<file path="src/rtl/tau_pkg.sv">
// Shared constants for the anti-Clarke transform: data widths, the
// sqrt(3)/2 coefficient in Q1.17 and the sequencer state encoding.
package tau_pkg;

  localparam int DATA_W = 18;          // sample width, signed Q1.17
  localparam int SUM_W  = 20;          // headroom for -alpha/2 +/- K*beta
  localparam int PROD_W = 2 * DATA_W;  // full 18x18 signed product
  localparam int FRAC_W = 17;          // fractional bits of Q1.17

  // sqrt(3)/2 in Q1.17; fits in an 18-bit signed value.
  localparam logic signed [DATA_W-1:0] SQRT3_OVER_2_Q17 = 18'sd113512;

  // Sequencer states: one sample walks IDLE -> MULT -> SUM -> HOLD.
  localparam logic [1:0] ST_IDLE = 2'd0;
  localparam logic [1:0] ST_MULT = 2'd1;
  localparam logic [1:0] ST_SUM  = 2'd2;
  localparam logic [1:0] ST_HOLD = 2'd3;

endpackage

</file>
<file path="src/rtl/sat_signed.sv">
// Signed width reduction: clamps to the output range when ENABLE is
// nonzero, otherwise keeps the low OUT_W bits (two's-complement wrap).
module sat_signed #(
  parameter int IN_W   = 20,
  parameter int OUT_W  = 18,
  parameter int ENABLE = 1
) (
  input  logic signed [IN_W-1:0]  i_din,
  output logic signed [OUT_W-1:0] o_dout
);

  localparam logic signed [OUT_W-1:0] MAX_V = {1'b0, {(OUT_W-1){1'b1}}};
  localparam logic signed [OUT_W-1:0] MIN_V = {1'b1, {(OUT_W-1){1'b0}}};

  logic w_fits;

  // The value fits when every dropped bit matches the kept sign bit.
  assign w_fits = (i_din[IN_W-1:OUT_W-1] == {(IN_W-OUT_W+1){i_din[IN_W-1]}});

  // Pass through, or pin to the rail on the side of the input's sign.
  always_comb begin
    o_dout = i_din[OUT_W-1:0];
    if ((ENABLE != 0) && !w_fits) begin
      o_dout = i_din[IN_W-1] ? MIN_V : MAX_V;
    end
  end

endmodule

</file>
<file path="src/rtl/anti_clarke_seq.sv">
// Sequential anti-Clarke transform: alpha/beta (Q1.17) to three phase
// values a/b/c using one registered 18x18 multiplier.
//
// Handshake: a sample is taken on a rising edge where in_valid and
// in_ready are both 1; a result is released on a rising edge where
// out_valid and out_ready are both 1. in_ready is only high in IDLE and
// out_valid only in HOLD, so a release and a new accept never share an
// edge; the next sample goes in on the following IDLE cycle.
module anti_clarke_seq
  import tau_pkg::*;
#(
  parameter int ENABLE_SATURATION = 1
) (
  input  logic                     clock,
  input  logic                     reset,
  input  logic signed [DATA_W-1:0] alpha,
  input  logic signed [DATA_W-1:0] beta,
  input  logic                     in_valid,
  output logic                     in_ready,
  output logic signed [DATA_W-1:0] a,
  output logic signed [DATA_W-1:0] b,
  output logic signed [DATA_W-1:0] c,
  output logic                     out_valid,
  input  logic                     out_ready,
  output logic [1:0]               o_dbg_state
);

  logic [1:0]               r_state;
  logic                     r_run;    // low until the first edge after reset
  logic signed [DATA_W-1:0] r_alpha;
  logic signed [DATA_W-1:0] r_beta;
  logic signed [PROD_W-1:0] r_prod;
  logic signed [DATA_W-1:0] r_a;
  logic signed [DATA_W-1:0] r_b;
  logic signed [DATA_W-1:0] r_c;

  logic signed [PROD_W-1:0] w_prod;
  logic signed [SUM_W-1:0]  w_half;
  logic signed [SUM_W-1:0]  w_kb;
  logic signed [SUM_W-1:0]  w_b_full;
  logic signed [SUM_W-1:0]  w_c_full;
  logic signed [DATA_W-1:0] w_b_red;
  logic signed [DATA_W-1:0] w_c_red;
  logic                     w_accept;
  logic                     w_release;

  assign in_ready    = r_run && (r_state == ST_IDLE);
  assign out_valid   = (r_state == ST_HOLD);
  assign w_accept    = in_valid && in_ready;
  assign w_release   = out_valid && out_ready;
  assign a           = r_a;
  assign b           = r_b;
  assign c           = r_c;
  assign o_dbg_state = r_state;

  // Datapath arithmetic; both shifts are arithmetic, so they round to floor.
  assign w_prod   = PROD_W'(r_beta) * PROD_W'(SQRT3_OVER_2_Q17);
  assign w_half   = SUM_W'(r_alpha) >>> 1;
  assign w_kb     = SUM_W'(r_prod >>> FRAC_W);
  assign w_b_full = w_kb - w_half;
  assign w_c_full = SUM_W'(0) - w_half - w_kb;

  sat_signed #(.IN_W(SUM_W), .OUT_W(DATA_W), .ENABLE(ENABLE_SATURATION)) u_sat_b (
    .i_din  (w_b_full),
    .o_dout (w_b_red)
  );

  sat_signed #(.IN_W(SUM_W), .OUT_W(DATA_W), .ENABLE(ENABLE_SATURATION)) u_sat_c (
    .i_din  (w_c_full),
    .o_dout (w_c_red)
  );

  // Sequencer: one sample at a time, the result is held until it is taken.
  always_ff @(posedge clock or negedge reset) begin
    if (!reset) begin
      r_state <= ST_IDLE;
      r_run   <= 1'b0;
    end else begin
      r_run <= 1'b1;
      case (r_state)
        ST_IDLE: if (w_accept)  r_state <= ST_MULT;
        ST_MULT:                r_state <= ST_SUM;
        ST_SUM:                 r_state <= ST_HOLD;
        ST_HOLD: if (w_release) r_state <= ST_IDLE;
        default:                r_state <= ST_IDLE;
      endcase
    end
  end

  // Operand capture, product register and result registers.
  always_ff @(posedge clock or negedge reset) begin
    if (!reset) begin
      r_alpha <= '0;
      r_beta  <= '0;
      r_prod  <= '0;
      r_a     <= '0;
      r_b     <= '0;
      r_c     <= '0;
    end else begin
      if (w_accept) begin
        r_alpha <= alpha;
        r_beta  <= beta;
      end
      if (r_state == ST_MULT) begin
        r_prod <= w_prod;
      end
      if (r_state == ST_SUM) begin
        r_a <= r_alpha;
        r_b <= w_b_red;
        r_c <= w_c_red;
      end
    end
  end

endmodule

</file>
<file path="config.mk">
export PLATFORM = sky130hd
export DESIGN_NAME = anti_clarke_seq
export DESIGN_NICKNAME = d
export VERILOG_FILES = /design/src/rtl/tau_pkg.sv /design/src/rtl/sat_signed.sv /design/src/rtl/anti_clarke_seq.sv
export SDC_FILE = /design/constraint.sdc
export NUM_CORES = 1
export LEC_CHECK = 0
export CAP_MARGIN = 20
export CORE_UTILIZATION = 60
export CTS_BUF_LIST = sky130_fd_sc_hd__clkbuf_16
export DETAILED_ROUTE_END_ITERATION = 10
export GPL_TIMING_DRIVEN = 0
export PLACE_DENSITY = 0.88
export RECOVER_POWER = 50
export SYNTH_ARGS = -nofsm -noshare
export SYNTH_HDL_FRONTEND = slang
export SYNTH_SLANG_ARGS = --single-unit
</file>
<file path="constraint.sdc">
create_clock -name clock -period 9.2 [get_ports clock]
set_clock_uncertainty 0.05 [all_clocks]
set_input_delay 0.92 -clock clock [delete_from_list [all_inputs] [get_ports clock]]
set_output_delay 0.92 -clock clock [all_outputs]
set_load 0.01 [all_outputs]
</file>
# Yosys cells after proc, flatten, opt, wreduce, memory -nomap -nowiden
# Cells that the tools add are included.
dict set report op_classes {
  addsub 3
  n_mul 1
  eq_ne 7
  mux 7
  n_reduce_logical 5
}
# operator count
set op_table {}
lappend op_table {{2-to-1 mux 18 bit} 4}
lappend op_table {{multiplier 18 x 15 -> 33 bit, second input constant} 1}
lappend op_table {{subtractor 18 x 19 -> 20 bit} 1}
lappend op_table {{subtractor 19 x 17 -> 20 bit} 1}
lappend op_table {{subtractor 1 x 17 -> 18 bit, first input constant} 1}
lappend op_table {{one-hot mux 2 bit (4 select lines)} 1}
lappend op_table {{equality test 2 bit} 2}
lappend op_table {{equality test 2 bit, second input constant} 2}
lappend op_table {{2-to-1 mux 2 bit} 2}
lappend op_table {{logical AND 1 bit} 3}
lappend op_table {{equality test 2 x 1 -> 1 bit, second input constant} 1}
lappend op_table {{zero test 2 bit} 1}
lappend op_table {{inequality test 2 x 1 -> 1 bit, second input constant} 1}
lappend op_table {{inequality test 2 bit, second input constant} 1}
lappend op_table {{AND reduction 2 bit} 1}
dict set report totals {
  ff_bits 126
}

# Longest topological paths before layout
dict set report depth {
  depth_word 5
  ltp_mapped 21
  depth_no_buf 21
}

# Cells and area by module
# Synthesis repeated with hierarchy kept, for this count alone.
dict set report hier_totals {
  cells_unflattened 1277
  area_unflattened_um2 12874.8
}
# module n_inst cells_each area_each_um2 seq_area_each_um2
set by_module_without_submodules {}
lappend by_module_without_submodules {anti_clarke_seq 1 1157 12164.2 2802.7}
lappend by_module_without_submodules {sat_signed 2 60 355.3 0.0}

# Least setup slack after synthesis
# Ideal clock, no wire load.
dict set report synth_timing {
  path_type {register to register}
  start {register r_beta[17]}
  end {register r_prod[32]}
  arrival_time_ns 5.517
  required_time_ns 9.011
  setup_slack_ns 3.493
  stages_incl_launch_ff 18
  path_buffers 0
  period_less_slack_ns 5.707
  path_cell_list {dfrtp_1 > ha_1 > fa_1 > fa_1 > fa_1 > fa_1 > inv_1 > fa_1 > inv_1 > ha_1 > a211oi_1 > o21ai_0 > a211oi_1 > nand3_1 > o311a_1 > o21a_1 > o311ai_0 > o21ai_0}
}
dict set report synth_between {
  elab_chain_len 1
}
# item line_no
set synth_lines {}
lappend synth_lines {{from (decl)} anti_clarke_seq.sv:31} ;# logic signed [DATA_W-1:0] r_beta;
lappend synth_lines {{from (signal assigned)} anti_clarke_seq.sv:102} ;# r_beta <= beta;
lappend synth_lines {{multiplier 18 x 15 -> 33 bit} anti_clarke_seq.sv:57} ;# assign w_prod = PROD_W'(r_beta) * PROD_W'(SQRT3_OVER_2_Q17);
lappend synth_lines {{to (signal assigned)} anti_clarke_seq.sv:105} ;# r_prod <= w_prod;
lappend synth_lines {{to (decl)} anti_clarke_seq.sv:32} ;# logic signed [PROD_W-1:0] r_prod;
# No other way between the ends.
# A chain may end at the register's enable or synchronous reset.

# Worst setup path after layout
# Same ends and word-level chain as after synthesis.

==> flow_summary.ini <==
[outcome]
status = finished, violations left
violations = max-capacitance violations, max-slew violations

[timing]
final.setup.tns_ns = 0
slew_headroom_pct = -149.3
fin_crit_sh_pct = 71.87
finalCriticalPeriod_ns = 6.612
tightestPinTransition_ns = 3.740
setup_violations = 0
rsz0062_at_grt = false
fmax_mhz = 151.2
hold_viol = 0
slew_viol_final = 115

[synth]
muxShareOfSynthArea_pct = 5.651
syn-instance-count = 1207
synth-xor-area-share_pct = 4.104
ys_seq_area_share_pct = 22.64
synth_top_family_by_area = adder cells
postSynthAreaPerCell_sq_um = 10.25
syn_area_sq_um = 12380
syn-num-nets = 1554
synth-simple-area-share_pct = 7.097
synth_compound_area_share_pct = 12.79
ys_types = 70
synth-adder-area-share_pct = 38.86
ys.flop_type = dfrtp_1
synth_edf_count = 0
yosysWarnings = 0
ys_seq_elements = 112
synthArstFlopShare_pct = 100.0

[route]
vias = 9095
drt-wirelength-per-cell_microns = 17.31
totalWireLength_mm = 27.54
drt_iter0_markers = 517
drtAntennaViolNets = 0
route.detailed.drc = 0
viasPerCell = 5.717
first_pass_iters = 5

[setup_path]
crit_buf_inv = 2
worstPathCellList = ha_1 -> fa_1 -> fa_1 -> fa_1 -> fa_1 -> inv_1 -> fa_1 -> inv_1 -> ha_1 -> a211oi_1 -> o21ai_0 -> a211oi_1 -> nand3_1 -> o311a_1 -> o21a_1 -> o311ai_0 -> o21ai_0
max_stage_delay_ns = 0.88
cp.depth = 17
critPathLaunchType = register
arrival_ns = 6.78
crit_path_frequent_cell = fa_1
critPathTopFamily = adder cells
cpMaxStageDelayCell = dfrtp_1
r2r_cells = 17
end_kind = register
crit_required_ns = 9.37
critPathKind = reg2reg
worstPathMaxFanout = 17

[floorplan]
core_area_sq_um = 20230
start_util_pct = 61.17
num_rows = 52
dieArea_sq_um = 21210
die_w_microns = 145.6
dieHeight_microns = 145.6
io_pins = 98

[worst_hold_path]
hp-class = reg2reg
holdPathStages = 2

[global_route]
grt_pass1_vias = 9452
grt_first_pass_wirelength_mm = 46.11
antenna_found_initial = 0
track_usage_pct = 27.33
grt_remaining_overflow = 0
grt_max_degree = 73

[cts]
cts_sinks = 112
cts_max_level = 3
cts_tree = built
ctsResizeCount = 0
post_cts_buffers = 0
clk_pin_slew_ns = 0.08
clk_latency_ns = 0.37
cts_buffers = 9
cts_max_path_buffers = 2
holdBufCountCts = 0
root_buffer = clkbuf_16

[place]
place_congestion = 0.9374
hpwl_mm = 22.79
io_buffers = 97

[flow_run]
maxCapViolCount = 2

[final_layout]
diodes = 0
layout.nets = 1663
areaGrowthSynthToFinish_pct = 12.95
drive_above_1_share_pct = 7.570
state kept, by name, summed over array words and instances (netlist names):
name and count:
r_prod 19, a 18, b 18, c 18, r_alpha 18, r_beta 18, o_dbg_state 2, r_run 1
layout by cell type, fill, tap and decap left out, types with 10 or more instances in the layout:
master and instances:
fa_1 129, nand3_1 25, xnor2_1 35, xor2_1 23, clkdlybuf4s50_1 91, nand2_1 34
clkbuf_1 17, nor2_1 37, ha_1 178, o21bai_1 11, o21ai_0 34, inv_1 256
a21oi_1 48, a211oi_1 14, nand2b_1 11, dfrtp_1 112, o221ai_2 10, a21o_1 23
mux2_2 55, nand4_1 14
layer usage:
layer | wire length (microns) | vias up | GRT usage [%]
li1 | - | 4269 | -
met1 | 11900 | 4496 | 35.12
met2 | 13670 | 271 | 47.26
met3 | 1006 | 59 | 2.696
met4 | 956 | 0 | 11.79
met5 | 0 | - | 0
cells in the mapped netlist (all sizes together), types with 10 or more instances:
library cell	count	area, sq um
a211oi	15	117.6
a21o	24	181.4
a21oi	48	240.2
clkbuf	12	45.04
dfrtp	112	2803
fa	129	2582
ha	178	2227
inv	255	957.2
mux2	55	619.3
nand2	34	127.6
nand2b	11	68.82
nand3	26	135.1
nand4	14	87.58
nor2	37	138.9
nor3	10	55.05
o21ai	36	180.2
o21bai	11	82.58
o221ai	18	220.2
xnor2	35	306.5
xor2	23	201.4
area by class of cell:
cell class | count | area (sq um)
buffer | 22 | 123.9
clock buffer | 9 | 225.2
clock inverter | 7 | 78.83
fill | 1438 | 6255
inverter | 256 | 960.9
multi-input combinational | 817 | 8482
sequential | 112 | 2803
tap | 270 | 337.8
timing repair buffer | 98 | 968.4
kinds of logic (layout without fill, tap and decap cells):
group                      count (synthesis)  in the layout
DFF                                      112            112
and+or+nand+nor                          170            170
buffers and inverters                    278            392
muxes                                     63             63
AOI/OAI and AO/OA                        218            218
adders and majority gates                307            307
other                                      1              1
xor gates and xnor gates                  58             58
stage by stage:
step	cells	setup slack (ns)	cell area (sq um)	hold slack (ns)	util [%]
finish	1591	2.588	13980	0.4388	69.09
global placement	1574	2.753	13690	0.4219	67.64
floorplan	1207	3.493	12380	0.4237	-
detailed placement	1575	2.676	13710	0.4221	67.76
global route	1591	2.202	13980	0.4678	69.09
CTS	1591	2.617	14010	0.4421	69.26
tightest hold or removal path, cell delays in order, from the launching register on:
cell and delay, ns:
dfrtp_1 0.35, nand2_1 0.05, nand4_1 0.05
final timing paths:
kind,start,to,slack (ns)
setup / recovery,r_beta[17]$_DFFE_PN0P_,r_prod[32]$_DFFE_PN0N_,2.59
hold / removal,c[13]$_DFFE_PN0P_,c[13]$_DFFE_PN0P_,0.44
setup reg to reg,r_beta[17]$_DFFE_PN0P_,r_prod[32]$_DFFE_PN0N_,2.59
hold reg to reg,c[13]$_DFFE_PN0P_,c[13]$_DFFE_PN0P_,0.44
max in group asynchronous,reset,r_beta[16]$_DFFE_PN0P_,3.56
min in group asynchronous,reset,c[17]$_DFFE_PN0P_,1.11
Power is not shown: default switching activity piles up to over one toggle a cycle in this logic, so the estimate is an artifact.
